$ cat src/rtl/memory_matrix_pkg.sv
// memory_matrix_pkg: shared types and constants for the Memory Matrix game blocks
package memory_matrix_pkg;
  localparam logic [15:0] LFSR_TAPS = 16'hB400;
  localparam logic [15:0] LFSR_DEFAULT_SEED = 16'hACE1;
  typedef enum logic [1:0] {IDLE, PICK, DONE} bg_state_e;
  function automatic int cells_of(input int rows, input int cols);
    return rows * cols;
  endfunction
  function automatic int idx_w_of(input int cells);
    return $clog2(cells);
  endfunction
endpackage

$ cat src/rtl/lfsr16.sv
// lfsr16: 16-bit Fibonacci LFSR (x^16+x^14+x^13+x^11+1) with load; a zero load falls back to SEED
module lfsr16
  import memory_matrix_pkg::*;
#(
  parameter logic [15:0] SEED = LFSR_DEFAULT_SEED
) (
  input  logic        clk,
  input  logic        reset,
  input  logic        en,
  input  logic        load,
  input  logic [15:0] load_val,
  output logic [15:0] q
);
  always_ff @(posedge clk)
    if (reset) q <= SEED;
    else if (load) q <= (load_val == 16'h0) ? SEED : load_val;
    else if (en) q <= {q[14:0], ^(q & LFSR_TAPS)};
endmodule

$ cat src/rtl/board_gen.sv
// board_gen: places min(num_tiles,CELLS) distinct lit tiles using an LFSR and linear probing.
// Define BOARD_GEN_SEED_EN to add seed_load/seed ports for reproducible boards.
module board_gen
  import memory_matrix_pkg::*;
#(
  parameter int ROWS = 4,
  parameter int COLS = 4,
  parameter logic [15:0] LFSR_SEED = 16'hACE1,
  localparam int CELLS = cells_of(ROWS, COLS),
  localparam int IDX_W = idx_w_of(CELLS)
) (
  input  logic             clk,
  input  logic             reset,
  input  logic             start,
  input  logic [6:0]       num_tiles,
  output logic             busy,
  output logic             done,
  output logic [CELLS-1:0] board
`ifdef BOARD_GEN_SEED_EN
  ,
  input  logic             seed_load,
  input  logic [15:0]      seed
`endif
);
  bg_state_e state;
  logic [6:0] remaining;
  logic [IDX_W-1:0] probe;
  logic [15:0] lfsr_q;
  logic ld;
  logic [15:0] ld_val;
  logic lfsr_unused;
`ifdef BOARD_GEN_SEED_EN
  assign ld = seed_load;
  assign ld_val = seed;
`else
  assign ld = 1'b0;
  assign ld_val = 16'h0;
`endif
  lfsr16 #(.SEED(LFSR_SEED)) u_lfsr (
    .clk(clk), .reset(reset), .en(1'b1), .load(ld), .load_val(ld_val), .q(lfsr_q)
  );
  wire [IDX_W-1:0] cand = lfsr_q[IDX_W-1:0];
  assign lfsr_unused = ^lfsr_q[15:IDX_W];
  always_ff @(posedge clk)
    if (reset) begin
      state <= IDLE;
      board <= '0;
      busy <= 1'b0;
      done <= 1'b0;
      remaining <= '0;
      probe <= '0;
    end else begin
      case (state)
        IDLE:
          if (start) begin
            board <= '0;
            remaining <= (num_tiles > 7'(CELLS)) ? 7'(CELLS) : num_tiles;
            probe <= cand;
            busy <= 1'b1;
            state <= PICK;
          end
        PICK:
          if (remaining == 7'd0) begin
            busy <= 1'b0;
            done <= 1'b1;
            state <= DONE;
          end else if (!board[probe]) begin
            board[probe] <= 1'b1;
            remaining <= remaining - 7'd1;
            probe <= cand;
          end else probe <= probe + IDX_W'(1);
        default: begin
          done <= 1'b0;
          state <= IDLE;
        end
      endcase
    end
endmodule

$ cat config.mk
export PLATFORM = sky130hd
export DESIGN_NAME = board_gen
export DESIGN_NICKNAME = d
export VERILOG_FILES = /design/src/rtl/memory_matrix_pkg.sv /design/src/rtl/lfsr16.sv /design/src/rtl/board_gen.sv
export SDC_FILE = /design/constraint.sdc
export NUM_CORES = 1
export LEC_CHECK = 0
export BUFFER_PORTS_ARGS = -buffer_cell sky130_fd_sc_hd__buf_2
export CAP_MARGIN = 15
export CORE_MARGIN = 5
export CORE_UTILIZATION = 55
export CTS_CLUSTER_DIAMETER = 60
export DETAILED_ROUTE_END_ITERATION = 16
export GPL_TIMING_DRIVEN = 0
export PLACE_DENSITY = 0.85
export SLEW_MARGIN = 20
export SYNTH_ARGS = -nofsm -noshare
export SYNTH_HDL_FRONTEND = slang
export SYNTH_SLANG_ARGS = --single-unit
$ cat constraint.sdc
create_clock -name clk -period 6.8 [get_ports clk]
set_clock_uncertainty 0.05 [all_clocks]
set_input_delay 1.36 -clock clk [delete_from_list [all_inputs] [get_ports clk]]
set_output_delay 1.36 -clock clk [all_outputs]
set_load 0.02 [all_outputs]
# After elaboration in Yosys (flattened, before gate mapping)

Index checks and enable logic that the tools add are counted.

Register bits: 47
Input bits: 10
Output and inout port bits: 18
Word-level logic and storage cells: 54

Add/subtract/negate cells: 2
Magnitude comparators: 3
Equality and inequality tests: 5
Muxes and demuxes: 25
Bitwise logic cells: 2
Reductions and logical operators: 10

Operators by type and width:

| cell                                                                             | number |
|---|---|
| 16-bit 2-to-1 mux                                                                | 3 |
| 16-bit case mux with 2 select lines                                              | 1 |
| 7-bit 2-to-1 mux                                                                 | 4 |
| 16-bit bitwise OR                                                                | 1 |
| 16-bit XOR reduction                                                             | 1 |
| 7-bit case mux with 2 select lines                                               | 1 |
| 4-bit 2-to-1 mux                                                                 | 3 |
| 2-bit != test (second input constant)                                            | 4 |
| 4-bit case mux with 2 select lines                                               | 1 |
| 7-bit by 5-bit greater-than comparator with 1-bit output (second input constant) | 1 |
| 7-bit logical NOT                                                                | 1 |
| 7-bit by 1-bit subtractor with 7-bit output (second input constant)              | 1 |
| 3-bit AND reduction                                                              | 2 |
| 4-bit by 5-bit less-than comparator with 1-bit output (second input constant)    | 1 |
| 1-bit 2-to-1 mux                                                                 | 5 |
| 4-bit by 1-bit adder with 4-bit output (second input constant)                   | 1 |
| 1-bit binary-select mux with 4-bit select                                        | 1 |
| 1-bit demux with 4-bit select                                                    | 1 |
| 4-bit by 1-bit >= comparator with 1-bit output (second input constant)           | 1 |
| 2-bit 2-to-1 mux                                                                 | 2 |
| 1-bit case mux with 2 select lines                                               | 2 |
| 2-bit case mux with 2 select lines                                               | 1 |
| 2-bit AND reduction                                                              | 2 |
| 4-bit AND reduction                                                              | 1 |
| 5 further kinds                                                                  | 5 |

# Logic depth before layout (Yosys ltp)

Gate-level depths: netlist (run 1).

Depth after elaboration: 8
Gate-level depth with buffers: 8

# Cells and area by module

A second synthesis (run 1) with hierarchy kept.

Cells, all modules: 266
Area, all modules: 2362.3 µm²

By module, submodules not included:

| module    | times used | cells each | area each (µm²) |
|---|---|---|---|
| board_gen | 1          | 179        | 1552.7 |
| lfsr16    | 1          | 87         | 809.5 |

# Worst setup path before layout (run 1)

Ideal clock, no wire load.

Path kind: input -> register
Start: input start
End: register remaining[2]
Setup time: 134 ps
Arrival time: 2501 ps
Required time: 6616 ps
Path slack: 4115 ps
Stages: 6
Path through: nor2_1 > a211oi_1 > clkbuf_1 > o21ai_0 > o311ai_0 > o31ai_1

Cells in the longest elaborated chain, start to end: 2

Ends and longest elaborated chain:

| element                       | line            | text |
|---|---|---|
| start: declaration            | board_gen.sv:14 | `input logic start,` |
| 2-bit != test (no line)       | -               |  |
| 4-bit AND reduction (no line) | -               |  |
| end signal: assignment        | board_gen.sv:57 | `remaining <= (num_tiles > 7'(CELLS)) ? 7'(CELLS) : num_tiles;` |
| end signal: assignment        | board_gen.sv:69 | `remaining <= remaining - 7'd1;` |
| end: declaration              | board_gen.sv:26 | `logic [6:0] remaining;` |

No other way between the ends.
A chain may end at the register's enable or synchronous reset.

# Worst setup path after layout (run 1)

Start: input start
End: register remaining[3]

The elaborated chain is that of the path after synthesis.

==> summary.txt, run 1 <==
Run status
  • Status: finished, final reports clean

Place
  • Port bufs: 27
  • Cell count after placement: roughly 310
  • Post-DP HPWL: 3.44 mm
  • Placed inst area: between 2000 and 2500 sq um
  • DP Worst Slack: approximately 3.7 ns
  • Gpl congestion: 0.920

Setup path
  • Slowest-stage cell, CP: a211oi_1
  • CP Cell Sequence: buf_2 -> nor2_1 -> a211oi_1 -> clkbuf_1 -> o21ai_0 -> o311ai_0 -> o31ai_1
  • CP peak stage delay: around 0.46 ns
  • Worst setup SP type: input pin
  • Required time worst endpoint: just under 7 ns
  • Crit path max fanout: 10
  • CP arrival: between 2 and 3 ns
  • Crit. End Element: flop
  • CP Class: in -> reg

Floorplan
  • DIE HEIGHT: around 72 um
  • Initial Utilization: 0.577
  • DIE AREA: 5250 sq um
  • Chip width: 72.5 um
  • # rows: 22
  • Core area: roughly 3700 sq um
  • I/O pin cnt: 28

Detailed routing
  • Wirelength, routed: ~4.7 mm
  • Detail Route Antenna Nets: 0
  • Detailed-route wire length per cell: roughly 15 um
  • Vias: between 1500 and 2000
  • Pre-antenna DRT Iters: 5
  • DR vias/cell: just under 6
  • DRC errors left: 0
  • Number of DRC markers in iteration 0: 195

Hold path
  • HP Class: reg -> reg

Job
  • Max-cap violations: 0

Clocking
  • Post-CTS Resized: 0
  • CTS tree: built
  • H-tree level count: 2
  • CTS root buf: clkbuf_8
  • Post-CTS setup buffer count: 0
  • CTS max path bufs: 2
  • Hold buffer count at cts: 0
  • Skew-Pair Late Insertion Delay: just under 0.3 ns
  • Clock Pin Slew Worst Setup and Hold Paths: 0.08 ns
  • # clock sinks: 47
  • Num CTS Buffers: 5

Synthesis
  • Post-synth top flop: dfxtp_1
  • Post-Syn Area: around 2100 sq um
  • Seq cells post-synth: 47
  • Area leader, netlist: dfxtp_1
  • Synth top area share: 0.438
  • Syn Inst Count: 239
  • EDFF count, synth: 0
  • Syn avg cell area: 8.98 sq um
  • Asr flop ratio synth: 0
  • Netlist cell types: 50
  • Synth warn: 0
  • Top post-synthesis cells by area: dfxtp_1 44%, o21ai_0 5.4%, nand2_1 4.5%
  • Most frequent cells after synthesis: 47 x dfxtp_1, 26 x nand2_1, 23 x o21ai_0, 14 x nor2b_1, 13 x nand3_1
  • Seq/Total Area, Yosys: 0.438
  • Most frequent cell after synthesis: dfxtp_1
  • Post-synth net total: approximately 250

STA
  • Least-Margin Pin Slew: 0.551 ns
  • Max-slew violation count: 0
  • Unrepaired setup endpoints after global routing: no
  • Final Hold Fails: 0
  • Fin worst setup slack: a little under 4 ns
  • Setup_tns: 0 ns
  • Slew margin rel.: 0.632
  • Fmax: around 0.35 GHz
  • Period minus WS final: approximately 2.8 ns
  • Part of the cycle the worst path needs: 0.416
  • Final setup fails: 0

Pwr
  • Worst VDD drop: between 150 and 200 uV
  • PwrDens: 338 nW/um^2
  • P_leak: around 0.96 nW

Global routing
  • Overflow after GRT: 0
  • Global-route wire length before repair: 8.11 mm
  • Initial antenna violation count: 0
  • Total GRT Usage: 0.193
  • Largest net degree at the start of global routing: 14
  • Vias in the first global route: between 1500 and 2000

Layout
  • Multi-input logic area: 1110 sq um
  • Fill count: 340
  • FF/Latch Area: ~940 sq um
  • Antenna diode count: 0
  • Final core occ: 0.652
  • Layout cells sized above 1: 0.190
  • Synth-to-layout area growth: 12.9%
  • Finished Cell Area: around 2400 sq um
  • Nets: 288
  • Post-Layout Cell Count: about 320
==> final timing paths <==
check,slack (ns),start,endpoint,cells after the start
max,3.97,start,remaining[3],7
min,0.37,u_lfsr.q[9],u_lfsr.q[10],1
max reg2reg,4.21,remaining[0],remaining[3],8
min reg2reg,0.37,u_lfsr.q[9],u_lfsr.q[10],1
==> layout make-up <==
| cell class | instances | area share |
|---|---|---|
| multi-input cells | 172 | 0.459 |
| flip-flops and latches | 47 | 0.388 |
| repair buffers | 27 | 0.0558 |
| clock buffers | 7 | 0.0315 |
| plain buffers | 13 | 0.0274 |
| well taps | 48 | 0.0248 |
| inverters | 7 | 0.0108 |
| clock inverters | 1 | 0.00207 |
==> kinds of logic after synthesis <==
family / after synthesis / synth area share
flip-flops: 47 / 0.438
XOR/XNOR: 3 / 0.0122
buffers and inverters: 20 / 0.0431
AO/OA/AOI/OAI: 56 / 0.184
multiplexers: 8 / 0.0443
AND/OR/NAND/NOR: 100 / 0.248
adder cells (fa/ha/maj): 5 / 0.0292
==> cell usage in the layout (no fill, tap or decap), types with 6 or more instances in the layout <==
cell and count:
nand4_1 8, inv_1 7, nor2b_1 14, o21ai_0 23, nand2_1 26, buf_2 28
nand3_1 13, dfxtp_1 47, nor3_1 6, clkbuf_1 10, a31oi_1 7, nor2_1 10
or2_2 7
==> critical path: cells and delay by family <==
| family | cells | cell delay (ns) |
|---|---|---|
| and+or+nand+nor | 1 | 0.04 |
| buffers and inverters | 2 | 0.46 |
| AOI/OAI and AO/OA | 4 | 1.08 |
==> per-stage QoR <==
stage	hold slack (ns)	total power, mW
finish	0.366	0.818
global route	0.380	0.874
global placement	0.343	0.654
detailed placement	0.348	0.658
CTS	0.368	0.816
floorplan	0.339	0.581
==> flip-flops by register name (all words and copies together), names as in the netlist <==
register and count:
board 16, busy 1, done 1, probe 4, remaining 7, state 2
u_lfsr.q 16
==> power breakdown <==
group          internal, mW  total, mW  leakage (nW)  switching (mW)
clock                0.0723      0.159        0.0422          0.0869
combinational         0.119      0.306         0.529           0.187
sequential            0.312      0.353         0.386          0.0403
==> metal layers <==
metal | up-vias | part of all wire | GRT usage | wire length, um
met1 | 881 | 0.48 | 0.265 | 2270
met5 | - | 0 | 0 | 0
met4 | 0 | 0.0083 | 0.0512 | 39
met3 | 4 | 0.055 | 0.0429 | 256
met2 | 63 | 0.45 | 0.307 | 2120
li1 | 930 | - | - | -
No activity file was read; power rests on OpenSTA's default activity.
==> inputs of run 2 (changes only) <==
Settings changed: CORE_UTILIZATION 55 to 51, PLACE_DENSITY 0.85 to 0.84.
Clock period 6.8 ns to 2.5 ns, I/O delays scaled along.
==> run 2 against run 1 <==
Global-route usage is 1.0 points lower. Worst setup slack worse by 3.8 ns. Routed wire length is 4.1% higher. First-iteration DRC count is 24% lower. Sequential share of layout area is 0.42 points lower. Combinational power grew to 2.8 times the previous value. Clock-buffer cell count is 1 higher. Final cell count is 0.62% higher. Largest cell class unchanged.
==> summary.txt, run 2 (synthesis gave the netlist of run 1 again) <==
Run status
  • Status: finished, final reports clean

Global routing
  • Largest net degree at the start of global routing: 14 (unchanged)
  • Global-route wire length before repair: 7.87 mm (-3.1%)
  • Overflow after GRT: 0 (unchanged)
  • GR Util met3: 0.0454 (+0.00246)
  • Initial antenna violation count: 0 (unchanged)
  • Vias in the first global route: 1718 (-3.6%)
  • Total GRT Usage: 0.183 (-0.0103)
  • GR peak layer: met2
  • Met2 Track Usage GR: 0.294 (-0.0134)
  • Routing usage on met1: 0.238 (-0.0265)

Floorplan
  • I/O pin cnt: 28 (unchanged)
  • DIE AREA: 5600 sq um (+6.7%)
  • Chip width: 74.9 um (+3.3%)
  • Core area: 4030 sq um (+8.4%)
  • # rows: 23 (+4.5%)
  • DIE HEIGHT: 74.9 um (+3.3%)
  • Initial Utilization: 0.533 (-0.0448)

Setup path
  • Crit. End Element: flop
  • CP Class: reg -> reg
  • Crit path max fanout: 8 (-2)
  • Worst setup SP type: flop
  • Required time worst endpoint: 2.70 ns (-4.21 ns)
  • CP arrival: 2.48 ns (-0.46 ns)

STA
  • Max-slew violation count: 0 (unchanged)
  • Final Hold Fails: 0 (unchanged)
  • Unrepaired setup endpoints after global routing: no
  • Least-Margin Pin Slew: 0.617 ns (+0.0660 ns)
  • Period minus WS final: 2.28 ns
  • Slew margin rel.: 0.587 (-0.0442)
  • Final setup fails: 0 (unchanged)
  • Fmax: 0.438 GHz
  • Part of the cycle the worst path needs: 0.913

Pwr
  • Worst VDD drop: 551 uV (+200%)
  • PwrDens: 942 nW/um^2 (+180%)
  • P_leak: 0.971 nW (+1.5%)

Layout
  • Biggest registers after layout: board x16, u_lfsr.q x16, remaining x7
  • Fill count: 352 (+3.5%)
  • Most frequent cells in the layout: 46 x dfxtp_1, 28 x buf_2, 26 x nand2_1
  • Layout cells sized above 1: 0.208 (+0.0182)
  • Finished Cell Area: 2450 sq um (+1.2%)
  • Final core occ: 0.609 (-0.0432)
  • Synth-to-layout area growth: 14.3%
  • Nets: 288 (unchanged)
  • Commonest non-fill, non-tap cell in the layout: dfxtp_1
  • Antenna diode count: 0 (unchanged)

Detailed routing
  • Detailed-route wire length per cell: 15.1 um (+3.5%)
  • DR vias/cell: 5.87 (+0.60%)
  • Detail Route Antenna Nets: 0 (unchanged)
  • Wirelength, routed: 4.89 mm (+4.1%)
  • DRC errors left: 0 (unchanged)
  • Number of DRC markers in iteration 0: 149 (-24%)
  • Vias: 1901 (+1.2%)
  • Pre-antenna DRT Iters: 4 (-1)

Clocking
  • CTS tree: built
  • H-tree level count: 2 (unchanged)
  • Skew-Pair Late Insertion Delay: 0.30 ns (about the same)
  • # clock sinks: 47 (unchanged)
  • CTS root buf: clkbuf_8
  • CTS max path bufs: 2 (unchanged)
  • Post-CTS setup buffer count: 0 (unchanged)
  • Num CTS Buffers: 5 (unchanged)
  • Clock Pin Slew Worst Setup and Hold Paths: 0.08 ns (about the same)

Place
  • Post-DP HPWL: 3.43 mm (-0.24%)
  • Placed inst area: 2340 sq um (+0.11%)
  • Gpl congestion: 0.915 (-0.55%)
  • Port bufs: 27 (unchanged)

Job
  • Max-cap violations: 0 (unchanged)

Hold path
  • HP Class: reg -> reg
-- run 2: cell type report --
class,instances,area (sq um),area share
Timing Repair Buffer,27,135,0.0551
Buffer,13,67.6,0.0276
Inverter,7,26.3,0.0107
Tap cell,50,62.6,0.0255
Sequential cell,47,942,0.384
Clock buffer,8,100,0.0408
Multi-Input combinational cell,172,1120,0.456
-- run 2: worst max-delay path, stage by stage, from the launching register on --
cell and delay, ns:
dfxtp_2 0.38, inv_1 0.07, ha_1 0.25, nor4b_2 0.21, a211o_2 0.40, or4_1 0.53
o31ai_1 0.21, a31o_2 0.13
-- run 2: layer usage --
| metal | routed length (um) | vias up |
|---|---|---|
| met1 | 2220 | 896 |
| met5 | 0 | - |
| met3 | 384 | 7 |
| li1 | - | 922 |
| met4 | 62 | 0 |
| met2 | 2220 | 76 |
-- run 2: what timing repair did --
| item | in CTS | in global routing |
|---|---|---|
| resized for setup | 1 | 5 |
| pin swaps | 0 | 0 |
| setup endpoints to repair | 2 | 3 |
| hold buffers | 0 | 0 |
-- run 2: final timing paths --
| check | startpoint | to | slack [ns] | cells after the start |
|---|---|---|---|---|
| setup / recovery | remaining[0] | remaining[4] | 0.22 | 7 |
| hold / removal | u_lfsr.q[9] | u_lfsr.q[10] | 0.36 | 1 |
| setup reg to reg | remaining[0] | remaining[4] | 0.22 | 7 |
| hold reg to reg | u_lfsr.q[9] | u_lfsr.q[10] | 0.36 | 1 |
-- run 2: stage by stage --
| stage | hold WS (ns) | setup WS [ns] | setup TNS (ns) | total power, mW | cells |
|---|---|---|---|---|---|
| 2_1_floorplan | 0.339 | 0.349 | 0 | 1.58 | 239 |
| 3_3_place_gp | 0.343 | -0.0554 | -0.0812 | 1.78 | 316 |
| 3_5_place_dp | 0.344 | -0.0875 | -0.117 | 1.79 | 316 |
| 4_1_cts | 0.363 | 0.0339 | 0 | 2.30 | 324 |
| 5_1_grt | 0.379 | 0.0748 | 0 | 2.43 | 324 |
| 6_report | 0.361 | 0.219 | 0 | 2.31 | 324 |
-- run 2: power by group --
group          total, mW  switching, mW  internal (mW)
combinational      0.850          0.521          0.328
sequential         0.958          0.108          0.850
clock              0.502          0.249          0.253
total               2.31          0.879           1.43
